`config.mk`:
```
export PLATFORM = sky130hd
export DESIGN_NAME = dram_arbiter_flat
export DESIGN_NICKNAME = d
export VERILOG_FILES = /design/src/rtl/dram_arbiter_if.sv /design/src/rtl/dram_arbiter.sv /design/src/flat_wrapper.sv
export SDC_FILE = /design/constraint.sdc
export NUM_CORES = 1
export LEC_CHECK = 0
export CORE_MARGIN = 1
export CORE_UTILIZATION = 41
export CTS_BUF_LIST = sky130_fd_sc_hd__clkbuf_8
export CTS_CLUSTER_SIZE = 12
export DETAILED_ROUTE_END_ITERATION = 10
export MAX_ROUTING_LAYER = met4
export PLACE_DENSITY = 0.88
export SLEW_MARGIN = 15
export SYNTH_ARGS = -nofsm -noshare
export SYNTH_HDL_FRONTEND = slang
export SYNTH_SLANG_ARGS = --single-unit
export TNS_END_PERCENT = 5
```
`constraint.sdc`:
```
create_clock -name clk -period 4.3 [get_ports clk]
set_input_delay 0.645 -clock clk [delete_from_list [all_inputs] [get_ports clk]]
set_output_delay 0.645 -clock clk [all_outputs]
set_load 0.02 [all_outputs]
```
`src/rtl/dram_arbiter_if.sv`:
```
// Requester-side and DRAM-adapter-side signals of dram_arbiter.
// master: the arbiter; slave: the requesters and the DRAM adapter.
interface dram_arbiter_if #(
   parameter int unsigned NREQ = 2
);
   localparam int unsigned DW = 32;

   logic [NREQ-1:0][DW-1:0] reqAddress;
   logic [NREQ-1:0][DW-1:0] reqWriteData;
   logic [NREQ-1:0]         reqReadEnable;
   logic [NREQ-1:0]         reqWriteEnable;
   logic [NREQ-1:0]         reqValid;
   logic [DW-1:0]           reqReadData;
   logic                    reqError;
   logic [NREQ-1:0]         grant;
   logic [DW-1:0]           dramAddress;
   logic [DW-1:0]           dramWriteData;
   logic                    dramReadEnable;
   logic                    dramWriteEnable;
   logic [DW-1:0]           dramReadData;
   logic                    dramValid;

   modport master (
      input  reqAddress, reqWriteData, reqReadEnable, reqWriteEnable,
      input  dramReadData, dramValid,
      output reqValid, reqReadData, reqError, grant,
      output dramAddress, dramWriteData, dramReadEnable, dramWriteEnable
   );

   modport slave (
      output reqAddress, reqWriteData, reqReadEnable, reqWriteEnable,
      output dramReadData, dramValid,
      input  reqValid, reqReadData, reqError, grant,
      input  dramAddress, dramWriteData, dramReadEnable, dramWriteEnable
   );
endinterface

```
`src/rtl/dram_arbiter.sv`:
```
// Round-robin arbiter sharing one DRAM port between NREQ requesters; grant held per transaction.
// Optional DRAM_ARB_TIMEOUT_EN aborts a transaction after TIMEOUT BUSY cycles without dramValid.
module dram_arbiter #(
   parameter int unsigned NREQ    = 2,
   parameter int unsigned TIMEOUT = 1024
) (
   input logic            clk,
   input logic            reset,
   dram_arbiter_if.master bus
);
   localparam int unsigned DW   = 32;
   localparam int unsigned IDXW = (NREQ > 1) ? $clog2(NREQ) : 1;

   if (NREQ < 2 || NREQ > 4 || TIMEOUT < 1) begin : g_bad_param
      $error("dram_arbiter: NREQ must be 2..4 and TIMEOUT at least 1");
   end

   typedef enum logic [1:0] {
      S_IDLE,
      S_BUSY,
      S_RESP
   } state_e;

   state_e            state_q, state_d;
   logic [NREQ-1:0]   grant_q, grant_d;
   logic [NREQ-1:0]   valid_q, valid_d;
   logic [IDXW-1:0]   idx_q, idx_d;
   logic [IDXW-1:0]   last_q, last_d;
   logic [DW-1:0]     addr_q, addr_d;
   logic [DW-1:0]     wdata_q, wdata_d;
   logic [DW-1:0]     rdata_q, rdata_d;
   logic              rd_q, rd_d;
   logic              wr_q, wr_d;

   logic [NREQ-1:0]   requesting;
   logic              pick_found;
   logic [IDXW-1:0]   pick_idx;

`ifdef DRAM_ARB_TIMEOUT_EN
   localparam int unsigned CNT_W      = $clog2(TIMEOUT + 1);
   localparam logic [DW-1:0] ABORT_DATA = 32'hDEAD_BEEF;

   logic [CNT_W-1:0]  cnt_q, cnt_d;
   logic              err_q, err_d;
   logic              timeoutSeen_q, timeoutSeen_d;
`endif

   assign requesting = bus.reqReadEnable | bus.reqWriteEnable;

   // First requester after the last-granted index, wrapping modulo NREQ.
   always_comb begin
      pick_found = 1'b0;
      pick_idx   = '0;
      for (int unsigned off = 1; off <= NREQ; off++) begin
         if (!pick_found && requesting[IDXW'((32'(last_q) + off) % NREQ)]) begin
            pick_found = 1'b1;
            pick_idx   = IDXW'((32'(last_q) + off) % NREQ);
         end
      end
   end

   always_comb begin
      state_d = state_q;
      grant_d = grant_q;
      valid_d = '0;
      idx_d   = idx_q;
      last_d  = last_q;
      addr_d  = addr_q;
      wdata_d = wdata_q;
      rdata_d = rdata_q;
      rd_d    = rd_q;
      wr_d    = wr_q;
`ifdef DRAM_ARB_TIMEOUT_EN
      cnt_d         = cnt_q;
      err_d         = 1'b0;
      timeoutSeen_d = timeoutSeen_q;
`endif
      unique case (state_q)
         S_IDLE: begin
            if (pick_found) begin
               idx_d   = pick_idx;
               grant_d = NREQ'(1) << pick_idx;
               addr_d  = bus.reqAddress[pick_idx];
               wdata_d = bus.reqWriteData[pick_idx];
               // Both enables high resolves to a write.
               wr_d    = bus.reqWriteEnable[pick_idx];
               rd_d    = !bus.reqWriteEnable[pick_idx];
`ifdef DRAM_ARB_TIMEOUT_EN
               cnt_d   = '0;
`endif
               state_d = S_BUSY;
            end
         end
         S_BUSY: begin
            if (bus.dramValid) begin
               if (rd_q) rdata_d = bus.dramReadData;
               rd_d    = 1'b0;
               wr_d    = 1'b0;
               valid_d = grant_q;
               state_d = S_RESP;
            end
`ifdef DRAM_ARB_TIMEOUT_EN
            else begin
               cnt_d = cnt_q + CNT_W'(1);
               if (cnt_d == CNT_W'(TIMEOUT)) begin
                  rdata_d       = ABORT_DATA;
                  rd_d          = 1'b0;
                  wr_d          = 1'b0;
                  valid_d       = grant_q;
                  err_d         = 1'b1;
                  timeoutSeen_d = 1'b1;
                  state_d       = S_RESP;
               end
            end
`endif
         end
         S_RESP: begin
            last_d  = idx_q;
            grant_d = '0;
            state_d = S_IDLE;
         end
         default: state_d = S_IDLE;
      endcase
   end

   always_ff @(posedge clk or posedge reset) begin
      if (reset) begin
         state_q <= S_IDLE;
         grant_q <= '0;
         valid_q <= '0;
         idx_q   <= '0;
         last_q  <= IDXW'(NREQ - 1);
         addr_q  <= '0;
         wdata_q <= '0;
         rdata_q <= '0;
         rd_q    <= 1'b0;
         wr_q    <= 1'b0;
      end else begin
         state_q <= state_d;
         grant_q <= grant_d;
         valid_q <= valid_d;
         idx_q   <= idx_d;
         last_q  <= last_d;
         addr_q  <= addr_d;
         wdata_q <= wdata_d;
         rdata_q <= rdata_d;
         rd_q    <= rd_d;
         wr_q    <= wr_d;
      end
   end

`ifdef DRAM_ARB_TIMEOUT_EN
   always_ff @(posedge clk or posedge reset) begin
      if (reset) begin
         cnt_q         <= '0;
         err_q         <= 1'b0;
         timeoutSeen_q <= 1'b0;
      end else begin
         cnt_q         <= cnt_d;
         err_q         <= err_d;
         timeoutSeen_q <= timeoutSeen_d;
      end
   end

   assign bus.reqError = err_q;
`else
   assign bus.reqError = 1'b0;
`endif

   assign bus.grant           = grant_q;
   assign bus.reqValid        = valid_q;
   assign bus.reqReadData     = rdata_q;
   assign bus.dramAddress     = addr_q;
   assign bus.dramWriteData   = wdata_q;
   assign bus.dramReadEnable  = rd_q;
   assign bus.dramWriteEnable = wr_q;
endmodule
```
`src/flat_wrapper.sv`:
```
// flat-port wrapper written by rule: the top's interface ports become plain ports
module dram_arbiter_flat 
#(
   parameter int unsigned NREQ    = 2,
   parameter int unsigned TIMEOUT = 1024
)
  (clk, reset, bus_reqAddress, bus_reqWriteData, bus_reqReadEnable, bus_reqWriteEnable, bus_dramReadData, bus_dramValid, bus_reqValid, bus_reqReadData, bus_reqError, bus_grant, bus_dramAddress, bus_dramWriteData, bus_dramReadEnable, bus_dramWriteEnable);
  dram_arbiter_if #(.NREQ(NREQ)) bus_i ();
  input logic clk;
  input logic reset;
  input wire logic [$bits(bus_i.reqAddress)-1:0] bus_reqAddress;
  input wire logic [$bits(bus_i.reqWriteData)-1:0] bus_reqWriteData;
  input wire logic [$bits(bus_i.reqReadEnable)-1:0] bus_reqReadEnable;
  input wire logic [$bits(bus_i.reqWriteEnable)-1:0] bus_reqWriteEnable;
  input wire logic [$bits(bus_i.dramReadData)-1:0] bus_dramReadData;
  input wire logic [$bits(bus_i.dramValid)-1:0] bus_dramValid;
  output wire logic [$bits(bus_i.reqValid)-1:0] bus_reqValid;
  output wire logic [$bits(bus_i.reqReadData)-1:0] bus_reqReadData;
  output wire logic [$bits(bus_i.reqError)-1:0] bus_reqError;
  output wire logic [$bits(bus_i.grant)-1:0] bus_grant;
  output wire logic [$bits(bus_i.dramAddress)-1:0] bus_dramAddress;
  output wire logic [$bits(bus_i.dramWriteData)-1:0] bus_dramWriteData;
  output wire logic [$bits(bus_i.dramReadEnable)-1:0] bus_dramReadEnable;
  output wire logic [$bits(bus_i.dramWriteEnable)-1:0] bus_dramWriteEnable;
  assign bus_i.reqAddress = bus_reqAddress;
  assign bus_i.reqWriteData = bus_reqWriteData;
  assign bus_i.reqReadEnable = bus_reqReadEnable;
  assign bus_i.reqWriteEnable = bus_reqWriteEnable;
  assign bus_i.dramReadData = bus_dramReadData;
  assign bus_i.dramValid = bus_dramValid;
  assign bus_reqValid = bus_i.reqValid;
  assign bus_reqReadData = bus_i.reqReadData;
  assign bus_reqError = bus_i.reqError;
  assign bus_grant = bus_i.grant;
  assign bus_dramAddress = bus_i.dramAddress;
  assign bus_dramWriteData = bus_i.dramWriteData;
  assign bus_dramReadEnable = bus_i.dramReadEnable;
  assign bus_dramWriteEnable = bus_i.dramWriteEnable;
  dram_arbiter #(.NREQ(NREQ), .TIMEOUT(TIMEOUT)) u_core (.clk(clk), .reset(reset), .bus(bus_i));
endmodule
```
### Word-level counts from Yosys, hierarchy flattened

Cells that the tools add are included.

| cells by class | value |
|---|---|
| add/sub/neg operators | 2 |
| multiply operators | 0 |
| div/mod/pow operators | 0 |
| $lt $le $gt $ge | 3 |
| eq/ne operators | 4 |
| shift operators | 1 |
| multiplexer cells | 26 |
| bitwise logic cells | 1 |
| reduce and logical (&&, ||, !) cells | 11 |

Operators with widths:

| kind | number |
|---|---|
| 32-bit two-way mux | 4 |
| 1-bit two-way mux | 13 |
| 2-bit two-way mux | 5 |
| 2-bit one-hot mux with 2 select lines | 2 |
| 1-bit by 2-bit < comparator with 1-bit output (second input constant) | 3 |
| 2-bit AND reduction | 3 |
| 3-bit AND reduction | 2 |
| 1-bit one-hot mux with 2 select lines | 2 |
| 2-bit nonzero test | 2 |
| 1-bit adder (second input constant) | 2 |
| 2-bit by 1-bit == test with 1-bit output (second input constant) | 1 |
| 2-bit == test (second input constant) | 1 |
| 1-bit zero test | 2 |
| 2-bit zero test | 1 |
| 2-bit by 1-bit inequality test with 1-bit output (second input constant) | 1 |
| 2-bit inequality test (second input constant) | 1 |
| 2-bit OR | 1 |
| 1-bit by 1-bit << shifter with 2-bit output (first input constant) | 1 |
| 1-bit logical AND | 1 |

| word-level totals | value |
|---|---|
| bits in registers | 106 |
| latch bits | 0 |
| bits in writable memories | 0 |
| bits in read-only memories | 0 |
| output and inout bits | 103 |
| word-level logic and storage cells | 58 |
| memories kept | 0 |

### Depth between registers and ports, before layout

| logic depth | value |
|---|---|
| word-level depth | 12 |
| depth in mapped cells | 6 |
| mapped depth without buffers | 4 |

### Worst setup path after synthesis

No wires, ideal clock.

| timing path | value |
|---|---|
| path kind | input to register |
| start point | input port bus_reqWriteEnable[1] |
| end point | register u_core.wdata_q[14] (netlist: u_core.bus.dramWriteData[14]) |
| library setup time | 0.130 ns |
| arrival | 1.537 ns |
| required time | 4.170 ns |
| path slack | 2.633 ns |
| stages | 5 |
| buffers on the path | 2 |
| path through | or2_1 -> buf_2 -> buf_4 -> a311oi_1 -> a2bb2oi_2 |

| between the ends | value |
|---|---|
| word-level cells in the longest chain between the ends | 9 |
| elaborated cells on any way between the ends | 14 |
| those cells by class | mux: 10; bitwise: 1; reduce/logical: 3 |

RTL lines:

| what | RTL line | text |
|---|---|---|
| from (decl) | flat_wrapper.sv:14 | `input wire logic [$bits(bus_i.reqWriteEnable)-1:0] bus_reqWriteEnable;` |
| 2-bit OR * | dram_arbiter.sv:48 | `assign requesting = bus.reqReadEnable \| bus.reqWriteEnable;` |
| 1-bit two-way mux (implied by the code) (2 in a row) | dram_arbiter.sv:55 | `if (!pick_found && requesting[IDXW'((32'(last_q) + off) % NREQ)]) begin` |
| 1-bit two-way mux | dram_arbiter.sv:55 |  |
| 1-bit zero test | dram_arbiter.sv:55 |  |
| 1-bit logical AND | dram_arbiter.sv:55 |  |
| 1-bit two-way mux | dram_arbiter.sv:55 |  |
| 32-bit two-way mux (implied by the code) (2 in a row) | dram_arbiter.sv:84 | `wdata_d = bus.reqWriteData[pick_idx];` |
| to (signal assigned) | dram_arbiter.sv:145 | `wdata_q <= wdata_d;` |
| to (decl) | dram_arbiter.sv:30 | `logic [DW-1:0] wdata_q, wdata_d;` |

Every way passes the cells marked *; elsewhere a longest branch is shown, timed or not. The select of a mux whose other input is x is not followed.
A chain may end at the register's enable or synchronous reset.

### Worst setup path after layout

| timing path | value |
|---|---|
| start point | input port bus_reqWriteEnable[1] |
| end point | register u_core.wdata_q[0] (netlist: u_core.bus.dramWriteData[0]) |

The elaborated chain is that of the path after synthesis.

==> summary.md <==
| Metric | Value |
|---|---|
| Sequential area share after synthesis | `0.500` |
| Die Span X | `116 um` |
| Top cell type's share of synthesized area | `0.496` |
| RSZ-0062 raised after global routing | `no` |
| Largest area contributor in the netlist | `dfrtp_1` |
| CP Class | `in2reg` |
| CTS tree | `yes` |
| Core area | `12600 um2` |
| Element type at the critical path end | `flip-flop` |
| HP Start | `u_core.idx_q$_DFFE_PP0P_` |
| Syn Nets | `584` |
| Synth warnings | `0` |
| Final #Nets | `817` |
| First-pass GRT wire length | `25300 um` |
| LEAKAGE | `0.00306 uW` |
| CTS root buf | `clkbuf_8` |
| Largest family of logic cells by synthesized area | `compound AO/OA/AOI/OAI gates` |
| Drt first-iter violations | `314` |
| Top Family by Delay on Critical Path | `buffers and inverters` |
| PortBufs | `268` |
| Setup WS post-layout | `1.63 ns` |
| # clock sinks | `106` |
| XOR/XNOR Fraction of Synth Area | `0` |
| Vias | `4753` |
| TritonCTS buffer count | `9` |
| GRT overflow | `0` |
| Psw | `2340 uW` |
| Post-cts gate resize count | `0` |
| Hold crit path type | `reg2reg` |
| Detailed placer's ending HPWL | `11300 um` |
| Routed vias/inst | `5.75` |
| Cell Chain, Critical Path | `clkdlybuf4s50_1 -> or2_2 -> buf_4 -> a311oi_1 -> a2bb2oi_1` |
| Clk pwr share | `0.127` |
| Combinational power share | `0.570` |
| Layout fillers | `958` |
| CP startpoint kind | `input pin` |
| Setup TNS | `0 ns` |
| Rows | `41` |
| Arrival time worst endpoint | `2.95 ns` |
| Synth Area in Simple Gates | `0.0203` |
| Worst path required time | `4.58 ns` |
| Post-Syn Area per Cell | `12.7 um2` |
| Final hold vios | `0` |
| Wire length per cell | `20.0 um` |
| Net Sw Frac | `0.387` |
| Clock latency on the worst-skew pair | `0.36 ns` |
| Post-synth EDFFs | `0` |
| F_max | `375 MHz` |
| VDD IR max | `757 uV` |
| Final wirelength | `16500 um` |
| P&R area growth vs syn | `55.1%` |
| Pre-CTS worst setup slack | `1.27 ns` |
| DP Area | `7970 um2` |
| Largest net degree at the start of global routing | `69` |
| Number of diodes | `0` |
| Multiplexer share of the synthesized area | `0.0722` |
| Final Max Tran Viols | `0` |
| Fin cells | `827` |
| Top cells by area, synth | `dfrtp_1 50%, a2bb2oi_2 7.9%, a311oi_1 7.8%, mux2_1 7.0%, o21ai_0 6.1%` |
| Initial core utilization | `0.420` |
| Final antenna-violating net count | `0` |
| Final instance area | `8230 um2` |
| Complex-gate fraction of the synthesized area | `0.340` |
| Commonest non-fill, non-tap cell in the layout | `clkdlybuf4s50_1` |
| Fin crit period | `2.67 ns` |
| Post-Route Skew | `0.00785 ns` |
| Synth Area in Adders | `0` |
| Flops & latches, synth | `106` |
| Worst-path fanout max | `50` |
| Status | `finished clean` |
| Post-CTS Repair Setup Buffers | `0` |
| Overall Global Routing Usage | `0.253` |
| FFs w/ async S/R, synth | `1.00` |
| Crit path from | `bus_reqWriteEnable[1]` |
| Post-Syn Area | `5300 um2` |
| Cell Count Post-Placement | `811` |
| Post-Syn Instances | `417` |
| Die area | `13400 um2` |
| Slew headroom | `0.225` |
| Reg power frac | `0.303` |
| Longest Clk Path Bufs | `2` |
| RD Place Congestion | `0.798` |
| Total of max-cap violations | `0` |
| P per Cell Area | `735 nW/um2` |
| Drt pass-1 iters | `5` |
| Main synth FF type | `dfrtp_1` |
| Number of global-route vias before repair | `5004` |
| Endpoints failing setup | `0` |
| Worst slew pin tran | `1.16 ns` |
| RR Startpoint | `u_core.state_q[0]$_DFFE_PP0P_` |
| Clk slew on worst S/H paths | `0.10 ns` |
| CTS H-tree lvls | `3` |
| CP bufs+invs | `2` |
| IO Pins | `270` |
| Layout cell share with drive strength beyond 1 | `0.122` |
| Chip height | `116 um` |
| Slowest stage delay, CP | `0.94 ns` |
| DRC Markers | `0` |
| Most frequent cells in the layout | `268 x clkdlybuf4s50_1, 105 x dfrtp_1, 65 x o21ai_0, 47 x a311oi_1, 36 x a2bb2oi_1` |
| Initial antenna violation count | `0` |
| Slowest cell on the critical path | `or2_2` |
| Post-CTS Hold Buffers | `0` |
| Final worst path period share | `0.620` |
| Cell variety after synth | `37` |
| Internal | `3710 uW` |
## cell type report
| cell class | count | area, um2 | area share |
|---|---|---|---|
| timing repair buffer | 276 | 2770 | 0.336 |
| inverter | 2 | 10.0 | 0.00122 |
| clock buffer | 11 | 151 | 0.0184 |
| multi-input combinational | 255 | 2320 | 0.282 |
| sequential | 106 | 2650 | 0.323 |
| tap | 172 | 215 | 0.0262 |
| clock inverter | 5 | 108 | 0.0131 |
## state kept, by name (all words and copies together) (netlist names)
name                        cells
u_core.bus.dramAddress         32
u_core.bus.dramWriteData       32
u_core.bus.reqReadData         32
u_core.bus.grant                2
u_core.bus.reqValid             2
u_core.state_q                  2
u_core.bus.dramReadEnable       1
u_core.bus.dramWriteEnable      1
u_core.idx_q                    1
u_core.last_q                   1
## path summary, 6_finish.rpt
kind,endpoint,slack [ns],depth (start not counted)
max,u_core.bus.dramWriteData[0]$_DFFE_PP0P_,1.63,5
min,u_core.idx_q$_DFFE_PP0P_,0.49,1
max reg2reg,u_core.bus.dramWriteData[13]$_DFFE_PP0P_,1.68,4
min reg2reg,u_core.idx_q$_DFFE_PP0P_,0.49,1
max in group asynchronous,u_core.bus.dramWriteData[5]$_DFFE_PP0P_,2.75,3
min in group asynchronous,u_core.bus.reqReadData[10]$_DFFE_PP0P_,0.82,2
## routing by layer
metal / global-route usage / part of all wire / vias up
met4: 0.116 / 0.030 / 0
met3: 0.0518 / 0.079 / 39
met2: 0.421 / 0.50 / 267
met5: - / 0 / -
met1: 0.294 / 0.39 / 2330
li1: - / - / 2117
## logic make-up (layout without fill, tap and decap cells)
kind of cell	Yosys count	after routing
compound gates	204	204
flops	106	106
buf+inv	56	294
mux	34	34
simple gates	16	16
other cells	1	1
## power by group through the flow
stage          combinational [uW]  clock, uW  sequential [uW]
6_report                     3440        769             1830
5_1_grt                      3640        822             1890
4_1_cts                      3470        784             1830
3_5_place_dp                 3460          0             1840
3_3_place_gp                 3360          0             1830
2_1_floorplan                1530          0             2390
## synth_stat cells (3+ instances only)
cell type	n
a311oi_2	17
buf_6	12
dfrtp_1	105
and2_1	3
a2bb2oi_2	28
o21ai_1	3
buf_2	16
clkbuf_1	18
mux2_1	33
a311oi_1	47
o21ai_0	65
buf_4	6
or2_1	3
a2bb2oi_1	36
## through the flow
stage	utilization	total power [uW]	hold WS, ns
floorplan	-	3920	0.444
global placement	0.631	5180	0.457
detailed placement	0.631	5310	0.464
CTS	0.652	6090	0.489
global route	0.652	6350	0.514
finish	0.652	6050	0.488
Note: power is estimated with default switching activity, not from simulation.
